File: src/rtl/inst_fetch_unit_pkg.sv
// Shared constants and state encoding for the instruction-fetch front end.
package inst_fetch_unit_pkg;

  localparam int unsigned XLEN_DEF       = 32;
  localparam int unsigned INST_WIDTH_DEF = 32;
  localparam logic [31:0] RESET_PC_DEF   = 32'h0000_0000;
  localparam logic [31:0] NOP_INST       = 32'h0000_0013;

  // 2-bit fetch controller states
  typedef enum logic [1:0] {
    S_IDLE  = 2'b00,
    S_FETCH = 2'b01,
    S_WAIT  = 2'b10
  } fetch_state_e;

  // Clears the two low bits so a redirect target is always word aligned
  function automatic logic [31:0] alignWord(input logic [31:0] addr);
    return addr & ~32'h0000_0003;
  endfunction

endpackage

File: src/rtl/inst_fetch_unit_inst_buffer.sv
// One-entry valid/ready holding register between fetch and decode.
module inst_buffer
  import inst_fetch_unit_pkg::*;
#(
  parameter int unsigned     XLEN       = XLEN_DEF,
  parameter int unsigned     INST_WIDTH = INST_WIDTH_DEF,
  parameter logic [XLEN-1:0] RESET_PC   = RESET_PC_DEF,
  parameter logic [INST_WIDTH-1:0] NOP_VALUE = NOP_INST
) (
  input  logic                  clk,
  input  logic                  reset,
  input  logic                  capture_i,
  input  logic                  consume_i,
  input  logic [INST_WIDTH-1:0] inst_i,
  input  logic [XLEN-1:0]       pc_i,
  output logic [INST_WIDTH-1:0] inst_o,
  output logic [XLEN-1:0]       inst_pc_o,
  output logic                  inst_valid_o
);

  logic [INST_WIDTH-1:0] inst_q;
  logic [XLEN-1:0]       instPc_q;
  logic                  valid_q;

  // Capture wins over consume so back-to-back fetches keep the slot full; data holds when drained
  always_ff @(posedge clk or posedge reset) begin
    if (reset) begin
      inst_q   <= NOP_VALUE;
      instPc_q <= RESET_PC;
      valid_q  <= 1'b0;
    end else if (capture_i) begin
      inst_q   <= inst_i;
      instPc_q <= pc_i;
      valid_q  <= 1'b1;
    end else if (consume_i) begin
      valid_q  <= 1'b0;
    end
  end

  assign inst_o       = inst_q;
  assign inst_pc_o    = instPc_q;
  assign inst_valid_o = valid_q;

endmodule

File: src/rtl/inst_fetch_unit.sv
// Instruction-fetch front end: PC register, next-PC selection, fetch FSM and decode buffer.
module inst_fetch_unit
  import inst_fetch_unit_pkg::*;
#(
  parameter int unsigned     XLEN       = XLEN_DEF,
  parameter int unsigned     INST_WIDTH = INST_WIDTH_DEF,
  parameter logic [XLEN-1:0] RESET_PC   = RESET_PC_DEF
) (
  input  logic                  clk,
  input  logic                  reset,
  output logic                  imem_req,
  output logic [XLEN-1:0]       imem_addr,
  input  logic                  imem_ack,
  input  logic [INST_WIDTH-1:0] imem_rdata,
  output logic [INST_WIDTH-1:0] inst,
  output logic [XLEN-1:0]       inst_pc,
  output logic                  inst_valid,
  input  logic                  inst_ready,
  input  logic                  pc_sel,
  input  logic [XLEN-1:0]       alu_out
);

  fetch_state_e    state_q;
  logic [XLEN-1:0] pc_q;
  logic [XLEN-1:0] pc_d;
  logic [XLEN-1:0] redirectTarget;
  logic            consume;
  logic            redirect;
  logic            slotFree;
  logic            capture;

  assign consume        = inst_valid & inst_ready;
  assign redirect       = consume & pc_sel;
  assign slotFree       = ~inst_valid | consume;
  assign capture        = imem_req & imem_ack;
  assign redirectTarget = alu_out & ~XLEN'(3);
  assign imem_addr      = pc_q;

  // Request only when the buffer can take the word and no redirect is replacing the PC
  always_comb begin
    imem_req = 1'b0;
    unique case (state_q)
      S_FETCH: imem_req = slotFree & ~redirect;
      S_WAIT:  imem_req = 1'b1;
      default: imem_req = 1'b0;
    endcase
  end

  // Redirect takes priority; otherwise advance by one word on every accepted fetch
  always_comb begin
    pc_d = pc_q;
    if (redirect) begin
      pc_d = redirectTarget;
    end else if (capture) begin
      pc_d = pc_q + XLEN'(4);
    end
  end

  // PC register; it only moves on capture or redirect, so it is frozen under backpressure
  always_ff @(posedge clk or posedge reset) begin
    if (reset) begin
      pc_q <= RESET_PC;
    end else begin
      pc_q <= pc_d;
    end
  end

  // Fetch controller: one idle cycle after reset, then park in WAIT while memory stalls
  always_ff @(posedge clk or posedge reset) begin
    if (reset) begin
      state_q <= S_IDLE;
    end else begin
      unique case (state_q)
        S_IDLE:  state_q <= S_FETCH;
        S_FETCH: if (imem_req && !imem_ack) state_q <= S_WAIT;
        S_WAIT:  if (imem_ack) state_q <= S_FETCH;
        default: state_q <= S_IDLE;
      endcase
    end
  end

  inst_buffer #(
    .XLEN       (XLEN),
    .INST_WIDTH (INST_WIDTH),
    .RESET_PC   (RESET_PC),
    .NOP_VALUE  (INST_WIDTH'(NOP_INST))
  ) u_inst_buffer (
    .clk          (clk),
    .reset        (reset),
    .capture_i    (capture),
    .consume_i    (consume),
    .inst_i       (imem_rdata),
    .pc_i         (pc_q),
    .inst_o       (inst),
    .inst_pc_o    (inst_pc),
    .inst_valid_o (inst_valid)
  );

  // The buffer is always empty while waiting on memory, so a redirect there means a broken handshake
  noRedirectInWait: assert property (@(posedge clk) disable iff (reset)
    !(state_q == S_WAIT && redirect));

endmodule

File: config.mk
export PLATFORM = sky130hd
export DESIGN_NAME = inst_fetch_unit
export DESIGN_NICKNAME = d
export VERILOG_FILES = /design/src/rtl/inst_fetch_unit_pkg.sv /design/src/rtl/inst_fetch_unit_inst_buffer.sv /design/src/rtl/inst_fetch_unit.sv
export SDC_FILE = /design/constraint.sdc
export NUM_CORES = 1
export LEC_CHECK = 0
export ABC_AREA = 0
export CORE_ASPECT_RATIO = 1.1
export CORE_UTILIZATION = 40
export DETAILED_ROUTE_END_ITERATION = 16
export PLACE_DENSITY = 0.72
export SLEW_MARGIN = 20
export SYNTH_ARGS = -nofsm -noshare
export SYNTH_HDL_FRONTEND = slang
export SYNTH_SLANG_ARGS = --single-unit
File: constraint.sdc
create_clock -name clk -period 6.57 [get_ports clk]
set_input_delay 1.971 -clock clk [delete_from_list [all_inputs] [get_ports clk]]
set_output_delay 1.971 -clock clk [all_outputs]
set_load 0.01 [all_outputs]
==> results of run 1 <==
## final cells by class
| cell class | count | share of cell area |
|---|---|---|
| Sequential cell | 95 | 0.374 |
| Tap cell | 143 | 0.0281 |
| Inverter | 6 | 0.00393 |
| Timing Repair Buffer | 163 | 0.255 |
| Clock buffer | 12 | 0.0387 |
| Multi-Input combinational cell | 367 | 0.285 |
| Clock inverter | 4 | 0.0149 |
## how the worst min path moves through the flow
stage | start | depth (start not counted) | endpoint
6_report | u_inst_buffer.inst_o[0]$_DFFE_PP1P_ | 2 | u_inst_buffer.inst_o[0]$_DFFE_PP1P_
5_1_grt | u_inst_buffer.inst_o[0]$_DFFE_PP1P_ | 2 | u_inst_buffer.inst_o[0]$_DFFE_PP1P_
4_1_cts | u_inst_buffer.inst_o[0]$_DFFE_PP1P_ | 2 | u_inst_buffer.inst_o[0]$_DFFE_PP1P_
3_5_place_dp | u_inst_buffer.inst_o[1]$_DFFE_PP1P_ | 2 | u_inst_buffer.inst_o[1]$_DFFE_PP1P_
3_3_place_gp | u_inst_buffer.inst_o[4]$_DFFE_PP1P_ | 2 | u_inst_buffer.inst_o[4]$_DFFE_PP1P_
2_1_floorplan | u_inst_buffer.inst_o[0]$_DFFE_PP1P_ | 2 | u_inst_buffer.inst_o[0]$_DFFE_PP1P_
## registers in the layout (all words and copies together) (netlist names)
register	cells
imem_addr	30
state_q	2
u_inst_buffer.inst_valid_o	1
u_inst_buffer.inst_o	32
u_inst_buffer.inst_pc_o	30
## layout by cell type, fill, tap and decap left out, drive strengths merged, types with 4 or more instances in the layout
master and instances:
nand3 16, xnor2 7, conb 4, nor2 12, nand2 224, nor3 4
xor2 20, and3 6, clkdlybuf4s50 160, dfrtp 92, a21oi 7, nand4 14
ha 4, o21ai 26, clkbuf 12, inv 6
## cells by family (layout without fill, tap and decap cells)
kind of cell / count (synthesis) / in the layout / share of synthesized area
other: 1 / 4 / 0.000869
buffers and inverters: 31 / 185 / 0.0322
multiplexers: 1 / 1 / 0.00232
adder cells (fa/ha/maj): 4 / 4 / 0.0116
XOR/XNOR: 27 / 27 / 0.0548
AND/OR/NAND/NOR: 288 / 288 / 0.287
flip-flops: 95 / 95 / 0.552
AO/OA/AOI/OAI: 43 / 43 / 0.0600
## power breakdown
part	leakage (nW)	internal, mW	switching, mW
clock	0.167	0.382	0.215
sequential	1.19	0.850	0.250
combinational	1.49	0.650	0.592
total	2.84	1.88	1.06
## worst max-delay path, stage by stage
cell and delay [ps]:
clkdlybuf4s50_1 520, nand2b_1 220, a21oi_1 210, nor2_1 50, nor2_1 140, clkdlybuf4s50_1 560
## routing by layer
layer | share of wire | vias to the layer above | track usage
met3 | 0.074 | 18 | 0.0618
li1 | - | 1882 | -
met4 | 0.019 | 0 | 0.0754
met2 | 0.48 | 129 | 0.354
met5 | 0 | - | 0
met1 | 0.42 | 1813 | 0.268
==> flow_summary.toml, run 1 <==
[die]
die_y_um = 111
die_w_um = 101
design.core.area_um2 = 10400
boundaryPins = 167
start_util = 0.413
rows = 39
dieArea_um2 = 11200

[cts]
clk_pin_slew_ps = 60
cts_max_path_buffers = 2
insertion_delay_ps = 350
ctsRootBufferMaster = "clkbuf_16"
post-cts-setup-buffers = 0
post_cts_resized = 0
tritoncts = "yes"
postCtsHoldBufs = 0
cts_made_buffers = 9
htree_num_levels = 3
cts_sinks = 95

[setup_path]
r2r-start = "state_q[0]$_DFFE_PP0P_"
worstPathArrival_ps = 3680
reg2reg_to = "imem_addr[14]$_DFFE_PP0P_"
crit_type = "primary input to primary output"
reg2reg_slack_ps = 3560
cp_max_fo = 7
startpoint = "inst_ready"
critPathLaunchType = "primary input"
cp.required_ps = 4600
crit_end = "imem_req"
worstRegToRegCells = 8
critPathCaptureType = "primary output"

[power]
p_leak_nw = 2.84
p_per_area_nw_per_um2 = 462
ir_drop_mv = 0.291
finalPower_mw = 2.94

[drt]
wire_per_inst_um = 14.7
remaining_drc_errors = 0
drt_pass1_iterations = 4
vias = 3842
finalWirelength_mm = 11.6
viasPerCell = 4.86
drtAntennaViolNets = 0
drtIter0Drc = 94

[synthesis]
syn_area_um2 = 4320
ys_async_sr_fraction = 1.00
synth_area_per_cell_um2 = 8.81
ys_seq_elements = 95
yosysTopAreaCell = "dfrtp_1"
synth-edff-count = 0
synth_seq_area_share = 0.552
synth_flop_cell = "dfrtp_1"
synthTopCellsByArea = "dfrtp_1 (53%), nand2_1 (19%), xor2_1 (4.1%)"
synth_top_area_share = 0.533
ys.warnings.count = 0
ys_types = 38
synth.most_common_cell = "nand2_1"
synth_commonest_cells = "nand2_1 (224), dfrtp_1 (92), xor2_1 (20), o21ai_0 (18), nand3_1 (16)"
synthCells = 490

[cells_and_area]
syn_to_final_growth_pct = 47.5
fin_nets = 715
diodes = 0
finish.utilization = 0.610
ff_latch_area_um2 = 2380
drive_gt1_frac = 0.0495
final_cells = 790
multi_input_area_um2 = 1820
nFillCells = 944
fin_area_um2 = 6370

[timing]
setup_viol = 0
slew_violations = 0
hold_viol_final = 0
finClkSkew_ps = 11.7
fin_hold_ws_ps = 461
setup_tns_ps = 0
setup_slack_ps = 918
fmaxAchievable_mhz = 177
relSlewSlack = 0.348
period_share = 0.860
worst_pin_slew_ps = 979
rsz0062_at_grt = "no"
finalCriticalPeriod_ps = 5650

[global_route]
grtUsageTotal = 0.215
grt_overflow = 0
grt_max_degree = 56
grt_pass1_wl_mm = 18.8
grt_pass1_vias = 3825
antenna_found_initial = 0

[placement]
gp_congestion = 0.747
pre_cts_slack_ps = 927
place_inst = 774
port_buffers = 160
detailed_place.area_um2 = 6030
dpl.hpwl_mm = 8.18

[hold_path]
hp-class = "register to register"

[status]
run_status = "finished clean"

[job]
drv_cap = 0
(Power assumes the default switching activity.)
==> run 2, diff against run 1 <==
--- a/config.mk
+++ b/config.mk
@@ -6,6 +6,7 @@
 export NUM_CORES = 1
 export LEC_CHECK = 0
 export ABC_AREA = 0
+export CAP_MARGIN = 20
 export CORE_ASPECT_RATIO = 1.1
 export CORE_UTILIZATION = 40
 export DETAILED_ROUTE_END_ITERATION = 16
==> results of run 2 <==
Final layout, timing and power as in run 1 (identical DEF).
==> edit, RTL diff (flow settings as in run 1) <==
Encoding of `fetch_state_e`: now one-hot (3 bits for 3 states).
--- a/src/rtl/inst_fetch_unit_pkg.sv
+++ b/src/rtl/inst_fetch_unit_pkg.sv
@@ -8,8 +8,8 @@
 
   // 2-bit fetch controller states
-  typedef enum logic [1:0] {
-    S_IDLE  = 2'b00,
-    S_FETCH = 2'b01,
-    S_WAIT  = 2'b10
+  typedef enum logic [2:0] {
+    S_IDLE  = 3'b001,
+    S_FETCH = 3'b010,
+    S_WAIT  = 3'b100
   } fetch_state_e;
 
Formal check against the unedited RTL: same outputs for any inputs over 10 cycles, from zero or initial values and one cycle with reset high; not proved beyond that.
==> edit against run 1 <==
Sequential cell count is 1 higher; clock skew is 0.0073 ns lower; count of clock-buffer cells in the layout is 1 higher; routed wire length is 8.3% lower; design area is 0.69% higher; worst setup slack better by 0.16 ns; area after synthesis is 2.6% higher; total power is 2.9% higher; largest power group unchanged.
==> edit: results (changes against run 1) <==
pre_cts_slack_ns: 1.09  # +0.158 ns
clk_latency_ns: 0.33  # -0.02 ns
synth_common_cells: "92 x dfrtp_1, 60 x mux2_2, 39 x nand2_1, 27 x xnor2_1, 19 x o21ai_1"
status: "finished clean"
synth_compound_area_share_pct: 5.11  # -0.89 points
worst_pin_slew_ns: 0.949  # -0.0300 ns
synthXorXnorAreaFrac_pct: 5.54  # +0.058 points
fill_cells: 897  # -5.0%
num-nonclk-inverters: 5  # -1
final.min_clock_period_ns: 5.49  # -0.158 ns
synthAdderAreaFrac_pct: 0.282  # -0.88 points
cts.sink_count: 96  # +1.1%
ir_worst_vdd_v: 0.000219  # -25%
wl_per_cell_um: 15.9  # +8.2%
holdWs_ns: 0.500  # +0.0389 ns
ys_seq_area_share_pct: 54.4  # -0.81 points
syn_inst: 369  # -25%
dpl.cell_count: 653  # -16%
buffer_area_share_pct: 25.5  # about the same
place.gp.congestion: 0.727  # -2.7%
seq_share_pct: 37.5  # +0.15 points
holdPathEnd: "u_inst_buffer.inst_pc_o[14]"
multi_input_gates: 246  # -33%
multi_input_area_share_pct: 29.1  # +0.59 points
route.met3.wl_um: 529  # -38%
die_area_um2: 11500  # +2.6%
wl_met2_mm: 5.53  # -1.5%
critical_path_peak_fanout: 3  # -4
worstReg2RegEnd: "imem_addr[19]"
ff2ff_path_depth: 6  # -2
synth_mux_area_share_pct: 15.5  # +15 points
min_from: "u_inst_buffer.inst_pc_o[14]"
[edit: changes by cell type after synthesis, moves of 11 or more]
cell     delta
xor2_1     -19
mux2_2     +60
o21ai_1    +11
xnor2_1    +20
nand2_1   -185
[edit: routing by layer]
layer	vias to the layer above	global-route usage [%]
met5	-	0
met4	0	6.76
met3	12	3.99
met2	89	33.3
met1	1678	23.2
li1	1593	-
[edit: worst max path at each step]
stage | from | end | cells past startpoint
2_1_floorplan | pc_sel | imem_req | 3
3_3_place_gp | pc_sel | imem_req | 5
3_5_place_dp | inst_ready | imem_req | 5
4_1_cts | inst_ready | imem_req | 5
5_1_grt | inst_ready | imem_req | 5
6_report | pc_sel | imem_req | 5
[edit: logic make-up after synthesis]
group           Yosys count
compound gates           42
xor+xnor                 28
fa+ha+maj                 1
buf+inv                  30
flops                    96
mux                      61
other cells               1
simple gates            110
[edit: power by group]
| group | switching, mW | internal [mW] |
|---|---|---|
| clock network | 0.212 | 0.315 |
| registers | 0.252 | 0.889 |
| logic | 0.539 | 0.819 |
